$ cat src/rtl/tomasulo_pkg.sv
// tomasulo_pkg
// Shared constants for the Tomasulo front end: the bit positions and widths of
// the instruction fields and the ALU opcode encodings. Imported by the
// instruction queue and by the field decoder, which the reservation stations
// will also reuse.
package tomasulo_pkg;

    // Field positions inside the low 16 bits of an instruction word
    localparam int OPC_LSB = 0;
    localparam int RY_LSB  = 4;
    localparam int RX_LSB  = 7;
    localparam int RZ_LSB  = 10;
    localparam int OFF_LSB = 13;
    localparam int REG_W   = 3;
    localparam int OPC_W   = 4;

    // Opcode encodings
    localparam logic [OPC_W-1:0] ADD = 4'b0000;
    localparam logic [OPC_W-1:0] SUB = 4'b0001;
    localparam logic [OPC_W-1:0] MUL = 4'b0100;

endpackage

$ cat src/rtl/iq_field_decode.sv
// iq_field_decode
// Purely combinational slicer that splits an instruction word into its fields.
// Only bits [15:0] carry fields; any bits above that belong to the caller.
// Ports:
//   instruction  in   IW     instruction word
//   opcode       out  4      instruction[3:0]
//   ry           out  3      instruction[6:4]
//   rx           out  3      instruction[9:7]
//   rz           out  3      instruction[12:10]
//   offset       out  3      instruction[15:13]
module iq_field_decode
    import tomasulo_pkg::*;
#(
    parameter int IW = 16
) (
    input  logic [IW-1:0]    instruction,
    output logic [OPC_W-1:0] opcode,
    output logic [REG_W-1:0] ry,
    output logic [REG_W-1:0] rx,
    output logic [REG_W-1:0] rz,
    output logic [REG_W-1:0] offset
);

    assign opcode = instruction[OPC_LSB +: OPC_W];
    assign ry     = instruction[RY_LSB  +: REG_W];
    assign rx     = instruction[RX_LSB  +: REG_W];
    assign rz     = instruction[RZ_LSB  +: REG_W];
    assign offset = instruction[OFF_LSB +: REG_W];

endmodule

$ cat src/rtl/instruction_queue.sv
// instruction_queue
// Circular first-word-fall-through FIFO between fetch and the Tomasulo issue
// stage. Fetch pushes with a valid/ready handshake; dispatch pops the head when
// a reservation station is free. The head word is also presented pre-split
// into its fields.
// Optional feature: define IQ_FLUSH_EN to add the Flush port, which empties the
// queue at the next edge (branch misprediction recovery).
// Ports:
//   Clock           in   1             sole clock, rising edge
//   Reset           in   1             synchronous, active high
//   enableIn        in   1             fetch word valid
//   readyIn         out  1             queue can accept (!full)
//   instructionIn   in   IW            word from fetch
//   enableOut       out  1             head valid (!empty)
//   disponivel      in   1             dispatch takes the head
//   instructionOut  out  IW            head word
//   opcodeOut/ryOut/rxOut/rzOut/offsetOut  out  head word fields
//   count           out  clog2(DEPTH)+1 occupancy
//   full, empty     out  1             occupancy flags
//   Flush           in   1             (IQ_FLUSH_EN only) discard all entries
module instruction_queue
    import tomasulo_pkg::*;
#(
    parameter int DEPTH = 8,
    parameter int IW    = 16
) (
    input  logic                       Clock,
    input  logic                       Reset,
    input  logic                       enableIn,
    output logic                       readyIn,
    input  logic [IW-1:0]              instructionIn,
    output logic                       enableOut,
    input  logic                       disponivel,
    output logic [IW-1:0]              instructionOut,
    output logic [OPC_W-1:0]           opcodeOut,
    output logic [REG_W-1:0]           ryOut,
    output logic [REG_W-1:0]           rxOut,
    output logic [REG_W-1:0]           rzOut,
    output logic [REG_W-1:0]           offsetOut,
    output logic [$clog2(DEPTH):0]     count,
`ifdef IQ_FLUSH_EN
    input  logic                       Flush,
`endif
    output logic                       full,
    output logic                       empty
);

    localparam int AW = $clog2(DEPTH);
    localparam int CW = AW + 1;

    logic [IW-1:0] mem [DEPTH];

    logic [AW-1:0] wr_ptr_reg;
    logic [AW-1:0] rd_ptr_reg;
    logic [CW-1:0] count_reg;
    logic [CW-1:0] count_next;

    logic push;
    logic pop;
    logic flush_req;

`ifdef IQ_FLUSH_EN
    assign flush_req = Flush;
`else
    assign flush_req = 1'b0;
`endif

    // Flags come from registered occupancy only, so readyIn has no
    // combinational path from disponivel (no pop-to-push bypass when full).
    assign full      = (count_reg == CW'(DEPTH));
    assign empty     = (count_reg == '0);
    assign readyIn   = !full;
    assign enableOut = !empty;
    assign count     = count_reg;

    assign push = enableIn && readyIn;
    assign pop  = enableOut && disponivel;

    always_comb begin
        count_next = count_reg;
        if (push && !pop) begin
            count_next = count_reg + CW'(1);
        end else if (pop && !push) begin
            count_next = count_reg - CW'(1);
        end
    end

    // Pointers are exactly AW bits, so wrap modulo DEPTH is free.
    always_ff @(posedge Clock) begin
        if (Reset) begin
            wr_ptr_reg <= '0;
            rd_ptr_reg <= '0;
            count_reg  <= '0;
        end else if (flush_req) begin
            wr_ptr_reg <= '0;
            rd_ptr_reg <= '0;
            count_reg  <= '0;
        end else begin
            if (push) begin
                wr_ptr_reg <= wr_ptr_reg + AW'(1);
            end
            if (pop) begin
                rd_ptr_reg <= rd_ptr_reg + AW'(1);
            end
            count_reg <= count_next;
        end
    end

    // Storage is not reset; a write during Reset/Flush lands in a slot that is
    // already counted as free, so it is harmless but suppressed for clarity.
    always_ff @(posedge Clock) begin
        if (push && !Reset && !flush_req) begin
            mem[wr_ptr_reg] <= instructionIn;
        end
    end

    // Fall-through head: asynchronous read so a word is usable the cycle
    // after it is written and back-to-back pops see no bubble.
    assign instructionOut = mem[rd_ptr_reg];

    iq_field_decode #(
        .IW (IW)
    ) u_decode (
        .instruction (instructionOut),
        .opcode      (opcodeOut),
        .ry          (ryOut),
        .rx          (rxOut),
        .rz          (rzOut),
        .offset      (offsetOut)
    );

endmodule

$ cat config.mk
export PLATFORM = sky130hd
export DESIGN_NAME = instruction_queue
export DESIGN_NICKNAME = d
export VERILOG_FILES = /design/src/rtl/tomasulo_pkg.sv /design/src/rtl/iq_field_decode.sv /design/src/rtl/instruction_queue.sv
export SDC_FILE = /design/constraint.sdc
export NUM_CORES = 1
export LEC_CHECK = 0
export CAP_MARGIN = 25
export CELL_PAD_IN_SITES_DETAIL_PLACEMENT = 0
export CELL_PAD_IN_SITES_GLOBAL_PLACEMENT = 1
export CORE_MARGIN = 5
export CORE_UTILIZATION = 40
export CTS_CLUSTER_SIZE = 8
export DETAILED_ROUTE_END_ITERATION = 16
export DONT_BUFFER_PORTS = 1
export PLACE_DENSITY = 0.62
export SLEW_MARGIN = 10
export SYNTH_ARGS = -nofsm -noshare
export SYNTH_HDL_FRONTEND = slang
export SYNTH_SLANG_ARGS = --single-unit
$ cat constraint.sdc
create_clock -name Clock -period 7.5 [get_ports Clock]
set_clock_uncertainty 0.05 [all_clocks]
set_input_delay 0.375 -clock Clock [delete_from_list [all_inputs] [get_ports Clock]]
set_output_delay 0.375 -clock Clock [all_outputs]
set_load 0.05 [all_outputs]
# Word level (Yosys, flattened, before mapping)
# Memories as Yosys holds them, arrays and structs flattened. A register that Yosys moved wholly into a read port is not among the register bits.
# Cells that the tools add are included.
op_classes:
  add_sub_neg: 4
  n_eq_ne: 1
  n_mux: 6
  n_reduce_logical: 12
op_table:
  columns: ["op", "n"]
  rows:
  - ["$mux 4", 2]
  - ["$add 3x1->3 const B", 2]
  - ["$mux 3", 2]
  - ["$logic_and 1x1->1", 5]
  - ["$logic_not 1->1", 5]
  - ["$add 4x1->4 const B", 1]
  - ["$eq 4x4->1 const B", 1]
  - ["$logic_not 4->1", 1]
  - ["$sub 4x1->4 const B", 1]
  - ["$mux 1", 2]
  - ["$reduce_bool 2->1", 1]
totals:
  reg_bits: 10
  ramBits: 128
  input_bits: 20
  output_inout_bits: 40
  wordCells: 27
  memories: 1
memory_table:
  columns: ["name", "depth", "width", "rd", "rd_ports_with_merged_regs", "wr", "line_no", "source"]
  rows:
  - ["mem", 8, 16, 1, 1, 1, "instruction_queue.sv:51", "logic [IW-1:0] mem [DEPTH];"]

# Longest topological paths before layout
depth:
  depth_word: 7
  ltp_mapped: 11
  mapped_depth_nobuf: 10

# Modules after synthesis
# From an unflattened synthesis, not the netlist that was laid out.
hier_totals:
  cells_unflattened: 279
  hier_area_um2: 5694.2
by_module_without_submodules:
  columns: ["mod", "instances", "cells_per_inst", "area_each_um2", "seq_area_each_um2"]
  rows:
  - ["instruction_queue", 1, 263, 5574.1, 4103.9]
  - ["iq_field_decode", 1, 16, 120.1, 0.0]

# Least setup slack after synthesis
# No wires, ideal clock.
synth_timing:
  path_kind: "reg-to-reg"
  from: "register count_reg[0], in the netlist count[0]"
  to: "memory mem[0][0], enable pin"
  setup_time_ns: 0.436
  t_arrival_ns: 3.125
  t_required_ns: 7.014
  slack_ns: 3.888
  path_stages_with_launch: 5
  n_path_buf: 1
  synth_period_minus_slack_ns: 3.612
  cell_sequence: "dfxtp_1 -> or4b_1 -> buf_2 -> nand2_2 -> nor4b_1"
synth_between:
  elab_chain_cells: 6
synth_lines:
  columns: ["element", "line_no", "source"]
  rows:
  - ["start, declared", "instruction_queue.sv:55", "logic [CW-1:0] count_reg;"]
  - ["start signal, assigned", "instruction_queue.sv:105", "count_reg <= count_next;"]
  - ["$eq 4x4->1", "instruction_queue.sv:70", "assign full = (count_reg == CW'(DEPTH));"]
  - ["$logic_not 1->1", "instruction_queue.sv:72", "assign readyIn = !full;"]
  - ["via readyIn", "instruction_queue.sv:30", "output logic readyIn,"]
  - ["$logic_and 1x1->1", "instruction_queue.sv:76", "assign push = enableIn && readyIn;"]
  - ["$logic_and 1x1->1", "instruction_queue.sv:112", "if (push && !Reset && !flush_req) begin"]
  - ["$mux 1", "instruction_queue.sv:112", null]
  - ["$mux 1 (not written as such)", "instruction_queue.sv:113", "mem[wr_ptr_reg] <= instructionIn;"]
  - ["end, declared", "instruction_queue.sv:51", null]
# The timed path passes the listed nets, and every way through them passes these cells.

# Final worst setup path
layout_timing:
  from: "register count_reg[3], in the netlist count[3]"
  to: "register count_reg[3], in the netlist count[3]"
layout_between:
  elab_chain_cells: 6
  elab_cells_between_ends: 15
  classes_between: "add/sub (2); eq/ne (1); mux (2); reduce/logical (10)"
layout_lines:
  columns: ["element", "line_no", "source"]
  rows:
  - ["$eq 4x4->1 (*)", "instruction_queue.sv:70", null]
  - ["$logic_not 1->1 (*)", "instruction_queue.sv:72", null]
  - ["via readyIn", "instruction_queue.sv:30", null]
  - ["$logic_and 1x1->1 (*)", "instruction_queue.sv:76", null]
  - ["via push", "instruction_queue.sv:58", "logic push;"]
  - ["$logic_not 1->1", "instruction_queue.sv:83", "end else if (pop && !push) begin"]
  - ["$logic_and 1x1->1", "instruction_queue.sv:83", null]
  - ["$reduce_bool 2->1 (no source line)", null, null]
# The timed path passes the listed nets; every way through them passes the cells marked *. The select of a mux whose other input is x is not followed.
# A chain may end at the register's enable or synchronous reset.

==> qor.yml <==
clocking:
  clk_latency_ns: 0.42
  postCtsSetupRepairBufs: 0
  cts_root_buf: "clkbuf_16"
  clk_pin_slew_ns: 0.06
  cts_sinks: 141
  cts_buffers: 17
  cts_resized: 0
  cts_tree: "built"
  cts.htree.levels: 4
  cts_buffer_depth: 2
synthesis:
  synth_seq_cells: 141
  ys_warn_count: 0
  synth_cell_types: 31
  synth_compound_area_share_pct: 0.5933
  syn_nets: 305
  syn_inst: 279
  syn_area_per_cell_um2: 20.41
  synth_mux_area_share_pct: 18.04
  synth_xor_xnor_area_share_pct: 0.9229
  async_flop_share_pct: 0
  synth_top_family_by_area: "multiplexers"
  synth_ff_type: "edfxtp_1"
  netlist_area_mm2: 0.005694
  ys_seq_area_share_pct: 72.07
  synthSimpleGateAreaFrac_pct: 3.098
  synthAdderAreaFrac_pct: 1.450
  synth_edf_count: 128
die:
  chipWidth_um: 129.3
  core_mm2: 0.01393
  start_util_pct: 40.86
  io_pins: 60
  die-area_mm2: 0.01672
  placementRows: 43
  die_y_um: 129.3
final_layout:
  fin_nets: 322
  largest_reg_flops: 128
  diodes: 0
  synthToLayoutAreaGrowth_pct: 15.91
  fin_area_mm2: 0.006600
  drive_gt1_share_pct: 22.33
  fill_cells: 1177
placed_design:
  hpwlAfterDp_mm: 5.508
  placed_cell_area_mm2: 0.005807
  numPortBuffers: 0
  gp_congestion: 0.6912
power:
  p_leak_nw: 2.174
  total_power_mw: 2.532
  power_density_mw_per_mm2: 383.6
  irDropWorstVdd_mv: 0.2641
timing:
  fmax_mhz: 286.6
  tightest_slew_ns: 0.9364
  drv_slew: 0
  min_period_ns: 3.490
  setup_viol: 0
  slew_headroom_pct: 37.23
  finalHoldViolCount: 0
  timing.final.crit_share_pct: 46.53
  finalSetupTns_ns: 0
  hold_ws_ns: 0.07052
  rsz0062_at_grt: "no"
status:
  outcome: "finished clean"
global_route:
  grt_pass1_wl_mm: 15.30
  grt_pass1_vias: 2713
  antenna_found_initial: 0
  grt_max_degree: 33
  grt_overflow: 0
  globalRouteTotalUtil_pct: 12.98
worst_setup_path:
  cp.arrival_ns: 3.75
  cp-startpoint: "count[3]$_SDFFE_PP0P_"
  crit_fanout: 7
  ff2ff_setup_slack_ns: 4.01
  critical_path_class: "register to register"
  endpoint_kind: "register"
  reg2reg_from: "count[3]$_SDFFE_PP0P_"
  cp.required_ns: 7.76
  critPathLaunchType: "register"
drt:
  via_per_inst: 5.155
  drtIter0Drc: 139
  vias: 2521
  ant_nets: 0
  totalWireLength_mm: 9.937
  drc: 0
  firstDrtPassIters: 4
  wl_per_cell_um: 20.32
worst_hold_path:
  hp-class: "input port to register"
  min_from: "enableIn"
run:
  cap_violations: 0
final timing paths:
path | end | depth (start not counted)
worst min-delay path | wr_ptr_reg[1]$_SDFFE_PP0P_ | 2
worst max-delay path | count[3]$_SDFFE_PP0P_ | 10
worst min register to register | register | 2
worst max register to register | count[3]$_SDFFE_PP0P_ | 10
per-stage QoR:
stage	utilization [%]	std cells	worst slack (ns)
2_1_floorplan	-	279	3.888
3_3_place_gp	41.67	438	4.059
3_5_place_dp	41.67	438	4.025
4_1_cts	47.11	487	4.008
5_1_grt	47.36	489	3.788
6_report	47.36	489	4.010
metal layers:
layer | vias to the layer above | global-route usage, % | part of all wire [%]
met5 | - | 0 | 0
met4 | 0 | 6.053 | 2.2
met3 | 19 | 4.946 | 5.2
met2 | 50 | 20.21 | 48
met1 | 1288 | 16.11 | 44
li1 | 1164 | - | -
timing repair:
action / 4_1_cts / 5_1_grt
setup endpoints to repair: 0 / 0
hold endpoints to repair: 140 / 0
hold buffers: 17 / 0
Yosys cell counts (2+ instances only):
cell / n / area, um^2
edfxtp_1: 128 / 3844
mux4_1: 28 / 735.7
mux2_2: 17 / 191.4
buf_4: 16 / 120.1
nor2_1: 16 / 60.06
dfxtp_1: 13 / 260.3
nand3_1: 6 / 30.03
ha_1: 5 / 62.56
nand2_1: 5 / 18.77
xor2_1: 5 / 43.79
a21oi_1: 4 / 20.02
buf_6: 4 / 45.04
clkbuf_1: 4 / 15.01
inv_1: 4 / 15.01
mux4_2: 4 / 90.09
nor3_1: 3 / 15.01
buf_1: 2 / 7.510
clkbuf_2: 2 / 10.01
report_power, final:
part	internal [mW]	switching [mW]	total [mW]	leakage, nW
Clock	0.495	0.324	0.819	0.277
Sequential	0.903	0.0950	0.998	1.26
Combinational	0.210	0.505	0.715	0.633
cell usage in the layout (no fill, tap or decap), drive strengths merged:
cell type and instances:
a31oi 1, mux2i 1, clkinv 4, nor2 16
nand2 6, nor4 1, or4 1, xnor2 1
dlygate4sd3 17, mux2 17, nor4b 1, nor3 3
a21oi 4, clkinvlp 3, inv 9, dfxtp 13
fa 1, edfxtp 128, mux4 32, or4b 1
nor2b 1, xor2 5, buf 10, nand3 6
clkbuf 18, bufinv 2, nand3b 1, ha 5
a211oi 1
cell families (layout without fill, tap and decap cells):
family / after synthesis / in the layout
AOI/OAI and AO/OA: 6 / 6
xor gates and xnor gates: 6 / 6
adders and majority gates: 6 / 6
buffers and inverters: 33 / 63
DFF: 141 / 141
muxes: 50 / 50
and+or+nand+nor: 37 / 37
worst max-delay path: stages (launching register included):
cell and delay (ns):
dfxtp_1 0.68, or4b_1 0.83, nand2_2 0.31, inv_1 0.07, ha_1 0.21, inv_1 0.13, ha_1 0.28, a21oi_1 0.20
a211oi_1 0.10, a31oi_1 0.17, mux2_2 0.34
layout make-up:
class                           count  area (um^2)  area share, %
Sequential cell                   141         4106          62.22
Timing Repair Buffer               27        265.3          4.019
Tap cell                          180        225.2          3.412
Clock buffer                       18        429.2          6.502
Inverter                            4        15.01         0.2275
Multi-Input combinational cell    105         1400          21.21
Clock inverter                     14        158.9          2.408
Power figures use the tool's default switching activity.
